## src/rtl/alu_seq_pkg.sv

```systemverilog
// Shared opcode map, FSM state type and opcode classification for alu_seq_nbit.
package alu_seq_pkg;

  localparam logic [3:0] OP_ADD = 4'b0000;
  localparam logic [3:0] OP_SUB = 4'b0001;
  localparam logic [3:0] OP_AND = 4'b0010;
  localparam logic [3:0] OP_OR  = 4'b0011;
  localparam logic [3:0] OP_XOR = 4'b0100;
  localparam logic [3:0] OP_SHL = 4'b1000;
  localparam logic [3:0] OP_SHR = 4'b1001;
  localparam logic [3:0] OP_ROL = 4'b1010;
  localparam logic [3:0] OP_ROR = 4'b1011;
  localparam logic [3:0] OP_MUL = 4'b1110;
  localparam logic [3:0] OP_DIV = 4'b1111;

  typedef enum logic [1:0] {
    IDLE   = 2'd0,
    MUL    = 2'd1,
    DIV    = 2'd2,
    FINISH = 2'd3
  } state_t;

  function automatic logic is_iterative(input logic [3:0] op);
    return (op == OP_MUL) || (op == OP_DIV);
  endfunction

endpackage

```

## src/rtl/alu_seq_nbit_if.sv

```systemverilog
// Request/response bundle between a requester and the alu_seq_nbit coprocessor.
interface alu_seq_nbit_if #(parameter int WIDTH = 8);
  logic             start;
  logic [WIDTH-1:0] A;
  logic [WIDTH-1:0] B;
  logic [3:0]       opcode;
  logic [WIDTH-1:0] result;
  logic [WIDTH-1:0] result_hi;
  logic             carry_out;
  logic             zero;
  logic             err;
  logic             busy;
  logic             done;

  modport master (
    output start, A, B, opcode,
    input  result, result_hi, carry_out, zero, err, busy, done
  );

  modport slave (
    input  start, A, B, opcode,
    output result, result_hi, carry_out, zero, err, busy, done
  );
endinterface

```

## src/rtl/alu_seq_muldiv.sv

```systemverilog
// Iterative engine: shift-add multiply and restoring divide sharing one 2*WIDTH
// accumulator. Exposes the accumulator's next value so the caller can capture the final step.
module alu_seq_muldiv #(
  parameter int WIDTH = 8
) (
  input  logic             clk,
  input  logic             rst,
  input  logic             load,
  input  logic             div_mode,
  input  logic             step,
  input  logic [WIDTH-1:0] a,
  input  logic [WIDTH-1:0] b,
  output logic [WIDTH-1:0] acc_hi_next,
  output logic [WIDTH-1:0] acc_lo_next,
  output logic             last
);
  localparam int CNT_W = $clog2(WIDTH + 1);

  logic [2*WIDTH-1:0] acc_reg;
  logic [2*WIDTH-1:0] acc_next;
  logic [WIDTH-1:0]   operand_reg;
  logic               div_reg;
  logic [CNT_W-1:0]   cnt_reg;

  logic [WIDTH:0] mul_sum;
  logic [WIDTH:0] div_shift;
  logic [WIDTH:0] div_diff;

  // Multiply: {hi,lo} starts as {0,B}; each step adds A into hi when lo[0] is set, then shifts right.
  assign mul_sum = {1'b0, acc_reg[2*WIDTH-1:WIDTH]}
                 + {1'b0, (acc_reg[0] ? operand_reg : {WIDTH{1'b0}})};

  // Divide: {rem,quo} starts as {0,A}; the shifted remainder needs WIDTH+1 bits before the trial subtract.
  assign div_shift = acc_reg[2*WIDTH-1:WIDTH-1];
  assign div_diff  = div_shift - {1'b0, operand_reg};

  always_comb begin
    acc_next = {mul_sum, acc_reg[WIDTH-1:1]};
    if (div_reg) begin
      if (!div_diff[WIDTH]) begin
        acc_next = {div_diff[WIDTH-1:0], acc_reg[WIDTH-2:0], 1'b1};
      end else begin
        acc_next = {div_shift[WIDTH-1:0], acc_reg[WIDTH-2:0], 1'b0};
      end
    end
  end

  assign acc_hi_next = acc_next[2*WIDTH-1:WIDTH];
  assign acc_lo_next = acc_next[WIDTH-1:0];
  assign last        = (cnt_reg == CNT_W'(WIDTH - 1));

  always_ff @(posedge clk or posedge rst) begin
    if (rst) begin
      acc_reg     <= '0;
      operand_reg <= '0;
      div_reg     <= 1'b0;
      cnt_reg     <= '0;
    end else if (load) begin
      acc_reg     <= div_mode ? {{WIDTH{1'b0}}, a} : {{WIDTH{1'b0}}, b};
      operand_reg <= div_mode ? b : a;
      div_reg     <= div_mode;
      cnt_reg     <= '0;
    end else if (step) begin
      acc_reg <= acc_next;
      cnt_reg <= cnt_reg + CNT_W'(1);
    end
  end
endmodule

```

## src/rtl/alu_seq_nbit.sv

```systemverilog
// WIDTH-bit multi-cycle ALU: single-cycle ops register on the accept edge,
// mul/div run WIDTH iterations in alu_seq_muldiv before the outputs load.
module alu_seq_nbit
  import alu_seq_pkg::*;
#(
  parameter int WIDTH = 8
) (
  input logic          clk,
  input logic          rst,
  alu_seq_nbit_if.slave bus
);
  state_t           state_reg;
  logic [WIDTH-1:0] result_reg;
  logic [WIDTH-1:0] result_hi_reg;
  logic             carry_reg;
  logic             zero_reg;
  logic             err_reg;
  logic             busy_reg;
  logic             done_reg;

  logic [WIDTH-1:0] sc_result;
  logic [WIDTH-1:0] sc_hi;
  logic             sc_carry;
  logic             sc_err;
  logic [WIDTH:0]   add_full;
  logic [WIDTH:0]   sub_full;

  logic             accept;
  logic             div_by_zero;
  logic             go_iter;
  logic             eng_step;
  logic [WIDTH-1:0] eng_hi;
  logic [WIDTH-1:0] eng_lo;
  logic             eng_last;

  assign add_full = {1'b0, bus.A} + {1'b0, bus.B};
  assign sub_full = {1'b0, bus.A} - {1'b0, bus.B};

  always_comb begin
    sc_result = '0;
    sc_hi     = '0;
    sc_carry  = 1'b0;
    sc_err    = 1'b0;
    case (bus.opcode)
      OP_ADD: {sc_carry, sc_result} = add_full;
      OP_SUB: {sc_carry, sc_result} = sub_full;
      OP_AND: sc_result = bus.A & bus.B;
      OP_OR:  sc_result = bus.A | bus.B;
      OP_XOR: sc_result = bus.A ^ bus.B;
      OP_SHL: {sc_carry, sc_result} = {bus.A, 1'b0};
      OP_SHR: {sc_result, sc_carry} = {1'b0, bus.A};
      OP_ROL: sc_result = {bus.A[WIDTH-2:0], bus.A[WIDTH-1]};
      OP_ROR: sc_result = {bus.A[0], bus.A[WIDTH-1:1]};
      OP_MUL: sc_result = '0;
      // Only reached with B==0; a non-zero divisor takes the iterative path.
      OP_DIV: begin
        sc_result = '1;
        sc_hi     = bus.A;
        sc_err    = 1'b1;
      end
      default: sc_err = 1'b1;
    endcase
  end

  assign accept      = bus.start && !busy_reg;
  assign div_by_zero = (bus.opcode == OP_DIV) && (bus.B == '0);
  assign go_iter     = is_iterative(bus.opcode) && !div_by_zero;
  assign eng_step    = (state_reg == MUL) || (state_reg == DIV);

  alu_seq_muldiv #(.WIDTH(WIDTH)) u_muldiv (
    .clk         (clk),
    .rst         (rst),
    .load        (accept && go_iter),
    .div_mode    (bus.opcode == OP_DIV),
    .step        (eng_step),
    .a           (bus.A),
    .b           (bus.B),
    .acc_hi_next (eng_hi),
    .acc_lo_next (eng_lo),
    .last        (eng_last)
  );

  always_ff @(posedge clk or posedge rst) begin
    if (rst) begin
      state_reg     <= IDLE;
      result_reg    <= '0;
      result_hi_reg <= '0;
      carry_reg     <= 1'b0;
      zero_reg      <= 1'b0;
      err_reg       <= 1'b0;
      busy_reg      <= 1'b0;
      done_reg      <= 1'b0;
    end else begin
      done_reg <= 1'b0;
      case (state_reg)
        // FINISH is the done cycle; busy is low so a new request is taken as in IDLE.
        IDLE, FINISH: begin
          state_reg <= IDLE;
          if (accept) begin
            if (go_iter) begin
              state_reg <= (bus.opcode == OP_DIV) ? DIV : MUL;
              busy_reg  <= 1'b1;
            end else begin
              state_reg     <= FINISH;
              result_reg    <= sc_result;
              result_hi_reg <= sc_hi;
              carry_reg     <= sc_carry;
              zero_reg      <= (sc_result == '0);
              err_reg       <= sc_err;
              done_reg      <= 1'b1;
            end
          end
        end
        MUL, DIV: begin
          if (eng_last) begin
            state_reg     <= FINISH;
            result_reg    <= eng_lo;
            result_hi_reg <= eng_hi;
            carry_reg     <= (state_reg == MUL) && (eng_hi != '0);
            zero_reg      <= (eng_lo == '0);
            err_reg       <= 1'b0;
            busy_reg      <= 1'b0;
            done_reg      <= 1'b1;
          end
        end
        default: state_reg <= IDLE;
      endcase
    end
  end

  assign bus.result    = result_reg;
  assign bus.result_hi = result_hi_reg;
  assign bus.carry_out = carry_reg;
  assign bus.zero      = zero_reg;
  assign bus.err       = err_reg;
  assign bus.busy      = busy_reg;
  assign bus.done      = done_reg;
endmodule

```

## src/flat_wrapper.sv

```systemverilog
// flat-port wrapper written by rule: the top's interface ports become plain ports
module alu_seq_nbit_flat import alu_seq_pkg::*;
#(
  parameter int WIDTH = 8
)
  (clk, rst, bus_start, bus_A, bus_B, bus_opcode, bus_result, bus_result_hi, bus_carry_out, bus_zero, bus_err, bus_busy, bus_done);
  alu_seq_nbit_if #(.WIDTH(WIDTH)) bus_i ();
  input logic clk;
  input logic rst;
  input wire logic [$bits(bus_i.start)-1:0] bus_start;
  input wire logic [$bits(bus_i.A)-1:0] bus_A;
  input wire logic [$bits(bus_i.B)-1:0] bus_B;
  input wire logic [$bits(bus_i.opcode)-1:0] bus_opcode;
  output wire logic [$bits(bus_i.result)-1:0] bus_result;
  output wire logic [$bits(bus_i.result_hi)-1:0] bus_result_hi;
  output wire logic [$bits(bus_i.carry_out)-1:0] bus_carry_out;
  output wire logic [$bits(bus_i.zero)-1:0] bus_zero;
  output wire logic [$bits(bus_i.err)-1:0] bus_err;
  output wire logic [$bits(bus_i.busy)-1:0] bus_busy;
  output wire logic [$bits(bus_i.done)-1:0] bus_done;
  assign bus_i.start = bus_start;
  assign bus_i.A = bus_A;
  assign bus_i.B = bus_B;
  assign bus_i.opcode = bus_opcode;
  assign bus_result = bus_i.result;
  assign bus_result_hi = bus_i.result_hi;
  assign bus_carry_out = bus_i.carry_out;
  assign bus_zero = bus_i.zero;
  assign bus_err = bus_i.err;
  assign bus_busy = bus_i.busy;
  assign bus_done = bus_i.done;
  alu_seq_nbit #(.WIDTH(WIDTH)) u_core (.clk(clk), .rst(rst), .bus(bus_i));
endmodule
```

## config.mk

```make
export PLATFORM = sky130hd
export DESIGN_NAME = alu_seq_nbit_flat
export DESIGN_NICKNAME = d
export VERILOG_FILES = /design/src/rtl/alu_seq_pkg.sv /design/src/rtl/alu_seq_nbit_if.sv /design/src/rtl/alu_seq_muldiv.sv /design/src/rtl/alu_seq_nbit.sv /design/src/flat_wrapper.sv
export SDC_FILE = /design/constraint.sdc
export NUM_CORES = 1
export LEC_CHECK = 0
export BUFFER_PORTS_ARGS = -buffer_cell sky130_fd_sc_hd__buf_4
export CAP_MARGIN = 20
export CORE_MARGIN = 2
export CORE_UTILIZATION = 35
export CTS_CLUSTER_SIZE = 8
export DETAILED_ROUTE_END_ITERATION = 8
export PLACE_DENSITY = 0.47
export SYNTH_ARGS = -nofsm -noshare
export SYNTH_HDL_FRONTEND = slang
export SYNTH_HIERARCHICAL = 1
export SYNTH_SLANG_ARGS = --single-unit
export TNS_END_PERCENT = 20
```

## constraint.sdc

```tcl
create_clock -name clk -period 7.4 [get_ports clk]
set_input_delay 0.37 -clock clk [delete_from_list [all_inputs] [get_ports clk]]
set_output_delay 0.37 -clock clk [all_outputs]
set_load 0.01 [all_outputs]
```

After elaboration in Yosys (flattened, before gate mapping)
Index checks and enable logic that the tools add are counted.
{"block": "totals", "regBits": 52, "input_bits": 23, "out_inout_bits": 21, "word_cells": 104}
{"block": "classes", "addsub": 5, "eq_ne": 18, "muxes": 45, "bitwise": 3, "reduce_logical": 21}
{"op": "two-way mux 8 bit", "count": 10}
{"op": "one-hot mux 8 bit (10 select lines)", "count": 1}
{"op": "two-way mux 16 bit", "count": 4}
{"op": "one-hot mux 8 bit (2 select lines)", "count": 2}
{"op": "== test 4 bit, second input constant", "count": 6}
{"op": "logical NOT 8 bit", "count": 3}
{"op": "adder 8 x 8 -> 9 bit", "count": 2}
{"op": "two-way mux 1 bit", "count": 15}
{"op": "one-hot mux 1 bit (2 select lines)", "count": 5}
{"op": "OR reduction 10 bit", "count": 1}
{"op": "subtractor 8 x 8 -> 9 bit", "count": 1}
{"op": "subtractor 9 x 8 -> 9 bit", "count": 1}
{"op": "AND 8 bit", "count": 1}
{"op": "== test 4 x 2 -> 1 bit, second input constant", "count": 2}
{"op": "== test 4 x 3 -> 1 bit, second input constant", "count": 2}
{"op": "two-way mux 2 bit", "count": 4}
{"op": "two-way mux 4 bit", "count": 2}
{"op": "bitwise OR 8 bit", "count": 1}
{"op": "nonzero test 8 bit", "count": 1}
{"op": "XOR 8 bit", "count": 1}
{"op": "!= test 2 x 1 -> 1 bit, second input constant", "count": 3}
{"op": "AND reduction 3 bit", "count": 2}
{"op": "logical AND 1 bit", "count": 5}
{"op": "adder 4 x 1 -> 4 bit, second input constant", "count": 1}
{"op": "12 further kinds", "count": 16}

Logic depth before layout (Yosys ltp)
{"block": "depth", "depth_word": 7, "mapped_depth": 15, "depth_no_buf": 15}

Hierarchy
Netlist, hierarchy kept.
{"module": "alu_seq_nbit", "n_inst": 1, "cells_each": 349, "area_per_inst_um2": 2751.4, "seq_area_each_um2": 575.6}
{"module": "alu_seq_muldiv", "n_inst": 1, "cells_each": 284, "area_per_inst_um2": 2449.8, "seq_area_each_um2": 725.7}

Least setup slack after synthesis
Ideal clock, no wire load.
{"block": "synth_timing", "kind": "reg2reg", "from": "reg u_core.u_muldiv.acc_reg[7]", "to": "reg u_core.carry_reg (netlist: u_core/bus.carry_out)", "setup_time_ps": 121, "arrival_ps": 2732, "required_time_ps": 7279, "setup_slack_ps": 4547, "path_stages_with_launch": 16, "n_path_buf": 0, "period_less_slack_ps": 2853, "path_cell_list": "dfrtp_1 -> inv_1 -> ha_1 -> inv_1 -> fa_1 -> a211oi_2 -> o21ai_2 -> a31oi_4 -> xnor2_2 -> mux2i_1 -> nor2_1 -> nor4_1 -> nand2_1 -> nand3_1 -> nand2_1 -> o22a_1"}
{"block": "synth_via", "elab_chain_len": 7}
{"element": "start, declared", "line": "alu_seq_muldiv.sv:19", "rtl": "logic [2*WIDTH-1:0] acc_reg;"}
{"element": "start signal, assigned", "line": "alu_seq_muldiv.sv:59", "rtl": "acc_reg <= div_mode ? {{WIDTH{1'b0}}, a} : {{WIDTH{1'b0}}, b};"}
{"element": "start signal, assigned", "line": "alu_seq_muldiv.sv:64", "rtl": "acc_reg <= acc_next;"}
{"element": "subtractor 9 x 8 -> 9 bit", "line": "alu_seq_muldiv.sv:35", "rtl": "assign div_diff = div_shift - {1'b0, operand_reg};"}
{"element": "two-way mux 16 bit", "line": "alu_seq_muldiv.sv:40", "rtl": "if (!div_diff[WIDTH]) begin"}
{"element": "two-way mux 16 bit", "line": "alu_seq_muldiv.sv:39", "rtl": "if (div_reg) begin"}
{"element": "via u_core.eng_hi[1]", "line": "alu_seq_nbit.sv:32", "rtl": "logic [WIDTH-1:0] eng_hi;"}
{"element": "nonzero test 8 bit", "line": "alu_seq_nbit.sv:119", "rtl": "carry_reg <= (state_reg == MUL) && (eng_hi != '0);"}
{"element": "logical AND 1 bit", "line": "alu_seq_nbit.sv:119"}
{"element": "two-way mux 1 bit", "line": "alu_seq_nbit.sv:115", "rtl": "if (eng_last) begin"}
{"element": "one-hot mux 1 bit (2 select lines)", "line": "alu_seq_nbit.sv:95", "rtl": "case (state_reg)"}
{"element": "end signal, assigned", "line": "alu_seq_nbit.sv:107", "rtl": "carry_reg <= sc_carry;"}
{"element": "end signal, assigned", "line": "alu_seq_nbit.sv:119"}
{"element": "end, declared", "line": "alu_seq_nbit.sv:15", "rtl": "logic carry_reg;"}
The timed path passes the listed nets, and every way through them passes these cells. The select of a mux whose other input is x is not followed.
A chain may end at the register's enable or synchronous reset.

Worst setup path after layout
Same ends and word-level chain as after synthesis.

==> flow_metrics.env <==
export IMPL_setup_viol=0
export IMPL_status="finished, final reports clean"
export IMPL_chipHeight_um=126
export IMPL_p_leak_nw=2.40
export IMPL_io_pins=44
export IMPL_start_kind="flop"
export IMPL_drc=0
export IMPL_ant_nets=0
export IMPL_r2r_start="u_core/u_muldiv/acc_reg[7]$_DFFE_PP0P_"
export IMPL_h_tree_depth=2
export IMPL_crit_path_start="u_core/u_muldiv/acc_reg[7]$_DFFE_PP0P_"
export IMPL_critPathKind="flop to flop"
export IMPL_clock_sinks=52
export IMPL_drv_cap=0
export IMPL_syn_num_nets=703
export IMPL_finalClockSkew_ns=0.00484
export IMPL_total_power_w=0.000729
export IMPL_drive_gt1_share_pct=14.7
export IMPL_dr_total_vias=4843
export IMPL_comb_power_share_pct=26.5
export IMPL_synthDistinctLibCells=80
export IMPL_first_pass_iters=5
export IMPL_antenna_found_initial=0
export IMPL_rsz0062_at_grt="false"
export IMPL_wl_mm=16.5
export IMPL_yosys_area_share_simple_pct=20.0
export IMPL_fmax_mhz=308
export IMPL_grt_max_degree=51
export IMPL_intPower_w=0.000488
export IMPL_synthMuxAreaShare_pct=7.87
export IMPL_grt_pass1_wl_mm=26.2
export IMPL_synth_edf_count=0
export IMPL_syn_avg_cell_area_um2=8.22
export IMPL_ctsHoldBuffers=0
export IMPL_grt_overflow=0
export IMPL_antenna_cells=0
export IMPL_area_delta_synth_final_pct=11.2
export IMPL_grt_total_usage_pct=20.7
export IMPL_power_share_clock_pct=33.2
export IMPL_ys_seq_area_share_pct=25.0
export IMPL_io_buffers=43
export IMPL_switching_share_pct=33.0
export IMPL_seqCellArea_um2=1300
export IMPL_dieArea_um2=15900
export IMPL_drtIter0Drc=405
export IMPL_async_reset_ff_share_pct=100
export IMPL_setup_tns_ns=0
export IMPL_p_sw_w=0.000241
export IMPL_powerDensity_nw_per_um2=126
export IMPL_post_route_min_period_ns=3.25
export IMPL_num_rows=44
export IMPL_gp_congestion=0.834
export IMPL_wl_per_cell_um=19.7
export IMPL_slew_viol_final=0
export IMPL_grt_pass1_vias=4670
export IMPL_cts_tree="yes"
export IMPL_synth_top_family_by_area="compound AO/OA/AOI/OAI gates"
export IMPL_yosys_warnings=6
export IMPL_post_route_period_util_pct=43.9
export IMPL_detailed_place_hpwl_mm=12.4
export IMPL_synth_fa_ha_area_share_pct=11.9
export IMPL_max_clock_path_buffers=2
export IMPL_synth_seq_cells=52
export IMPL_slew_headroom_pct=23.6
export IMPL_multi_input_area_um2=3540
export IMPL_cts_setup_buffers=0
export IMPL_start_util_pct=35.8
export IMPL_die_x_um=126
export IMPL_p_seq_share_pct=40.3
export IMPL_syn_inst=633
export IMPL_fin_nets=720
export IMPL_largest_reg_flops=16
export IMPL_core_area_um2=14500
export IMPL_synth_ff_type="dfrtp_1"
export IMPL_hold_viol=0
export IMPL_peakVddDrop_mv=0.0976
export IMPL_hp_class="primary input to async pin"
export IMPL_insertion_delay_ns=0.29
export IMPL_worstPathMaxFanout=6
export IMPL_syn_area_um2=5200
export IMPL_required_ns=7.58
export IMPL_tightest_slew_ns=1.13
export IMPL_arrival_ns=3.43
export IMPL_cts_root_buffer="clkbuf_16"
export IMPL_synth_xor_area_share_pct=3.15
export IMPL_cts_resized=0
export IMPL_cts_buffers_inserted=5
export IMPL_vias_per_cell=5.80
export IMPL_synth_compound_area_share_pct=25.2
export IMPL_path_clk_slew_ns=0.07
export IMPL_cp_end_kind="flop"
export IMPL_num_fill_cells=1515
final cells by class:
type / count / area share [%]
inverters: 44 / 2.86
clock inverters: 3 / 0.476
repair buffers: 48 / 6.71
multi-input cells: 499 / 61.3
well taps: 184 / 3.98
clock buffers: 5 / 2.16
flip-flops and latches: 52 / 22.5
cell usage in the layout (no fill, tap or decap), drive strengths merged, types with 8 or more instances in the layout:
cell / n
mux2i: 24
nor2: 67
nand2: 51
xnor2: 10
a211oi: 13
inv: 45
nand2b: 8
ha: 43
dfrtp: 52
a21o: 10
nand3: 16
buf: 48
a21oi: 59
nor3: 12
o21ai: 31
mux2: 15
o21a: 8
nor4: 16
power groups by stage:
stage          Sequential [W]  Combinational, W  Clock (W)
2_1_floorplan        0.000297          0.000132          0
3_5_place_dp         0.000300          0.000187          0
4_1_cts              0.000295          0.000188   0.000249
3_3_place_gp         0.000300          0.000188          0
5_1_grt              0.000294          0.000212   0.000263
6_report             0.000294          0.000193   0.000242
cell families (layout without fill, tap and decap cells):
family,count (synthesis),in the layout
fa+ha+maj,47,47
simple gates,209,209
xor+xnor,17,17
flops,52,52
mux,39,39
compound gates,187,187
buf+inv,82,100
layer usage:
| metal | global-route usage [%] | up-vias | routed length, um |
|---|---|---|---|
| met5 | 0 | - | 0 |
| met4 | 4.20 | 0 | 206 |
| met3 | 1.74 | 13 | 650 |
| met2 | 34.4 | 143 | 7760 |
| met1 | 29.6 | 2363 | 7870 |
| li1 | - | 2324 | - |
synthesized netlist by cell type, types with 3 or more instances:
library cell	n	area share (%)
nor2_1	66	4.8
a21oi_1	58	5.6
dfrtp_1	52	25
nand2_1	51	3.7
ha_1	43	10
inv_1	42	3.0
o21ai_0	28	2.7
mux2i_1	24	4.6
clkbuf_1	17	1.2
nand3_1	16	1.5
mux2_2	15	3.2
nor4_1	15	1.8
buf_2	12	1.2
a21o_1	10	1.4
nor3_1	10	0.96
a211oi_1	9	1.3
xnor2_1	9	1.5
nand2b_1	8	0.96
o21a_1	8	1.2
o21bai_1	7	1.0
nor2b_1	6	0.72
o211ai_1	6	0.87
o22ai_1	6	0.72
or3_1	6	0.72
xor2_1	6	1.0
nand3b_1	5	0.72
a211oi_2	4	0.96
a311oi_1	4	0.67
a31oi_1	4	0.48
buf_6	4	0.87
fa_1	4	1.5
o2111ai_1	4	0.67
a22oi_1	3	0.43
and3_1	3	0.36
buf_1	3	0.22
nand4_1	3	0.36
nor4b_1	3	0.51
o31ai_1	3	0.43
worst max-delay path, stage by stage, from the launching register on:
cell and delay [ns]:
dfrtp_1 0.39, inv_1 0.08, ha_1 0.18, inv_1 0.06
fa_1 0.43, a211oi_2 0.24, o21ai_2 0.14, a31oi_4 0.28
xnor2_2 0.23, mux2i_1 0.28, nor2_1 0.09, nor4_1 0.32
nand2_1 0.10, nand3_1 0.09, nand2_1 0.06, o22a_1 0.17
path summary, 6_finish.rpt:
kind / endpoint / depth (start not counted) / slack (ns)
setup / recovery: u_core/bus.carry_out$_DFFE_PP0P_ / 15 / 4.15
hold / removal: u_core/u_muldiv/cnt_reg[3]$_DFFE_PP0P_ / 3 / 0.16
setup reg to reg: u_core/bus.carry_out$_DFFE_PP0P_ / 15 / 4.15
hold reg to reg: u_core/bus.result[4]$_DFFE_PP0P_ / 1 / 0.48
max in group asynchronous: u_core/state_reg[0]$_DFFE_PP0P_ / 2 / 6.61
min in group clk: u_core/state_reg[0]$_DFFE_PP0P_ / 3 / 0.39
metrics by stage:
stage	instance area, um2	hold WS (ns)	std cells	utilization [%]	setup WS, ns
final	5780	0.156	835	39.8	4.15
after global placement	5590	0.467	825	38.4	4.25
after floorplan	5200	0.372	633	-	4.55
after detailed placement	5590	0.469	825	38.4	4.21
after CTS	5740	0.168	833	39.5	4.16
after global routing	5780	0.217	835	39.8	3.92
Note: power is estimated with default switching activity, not from simulation.
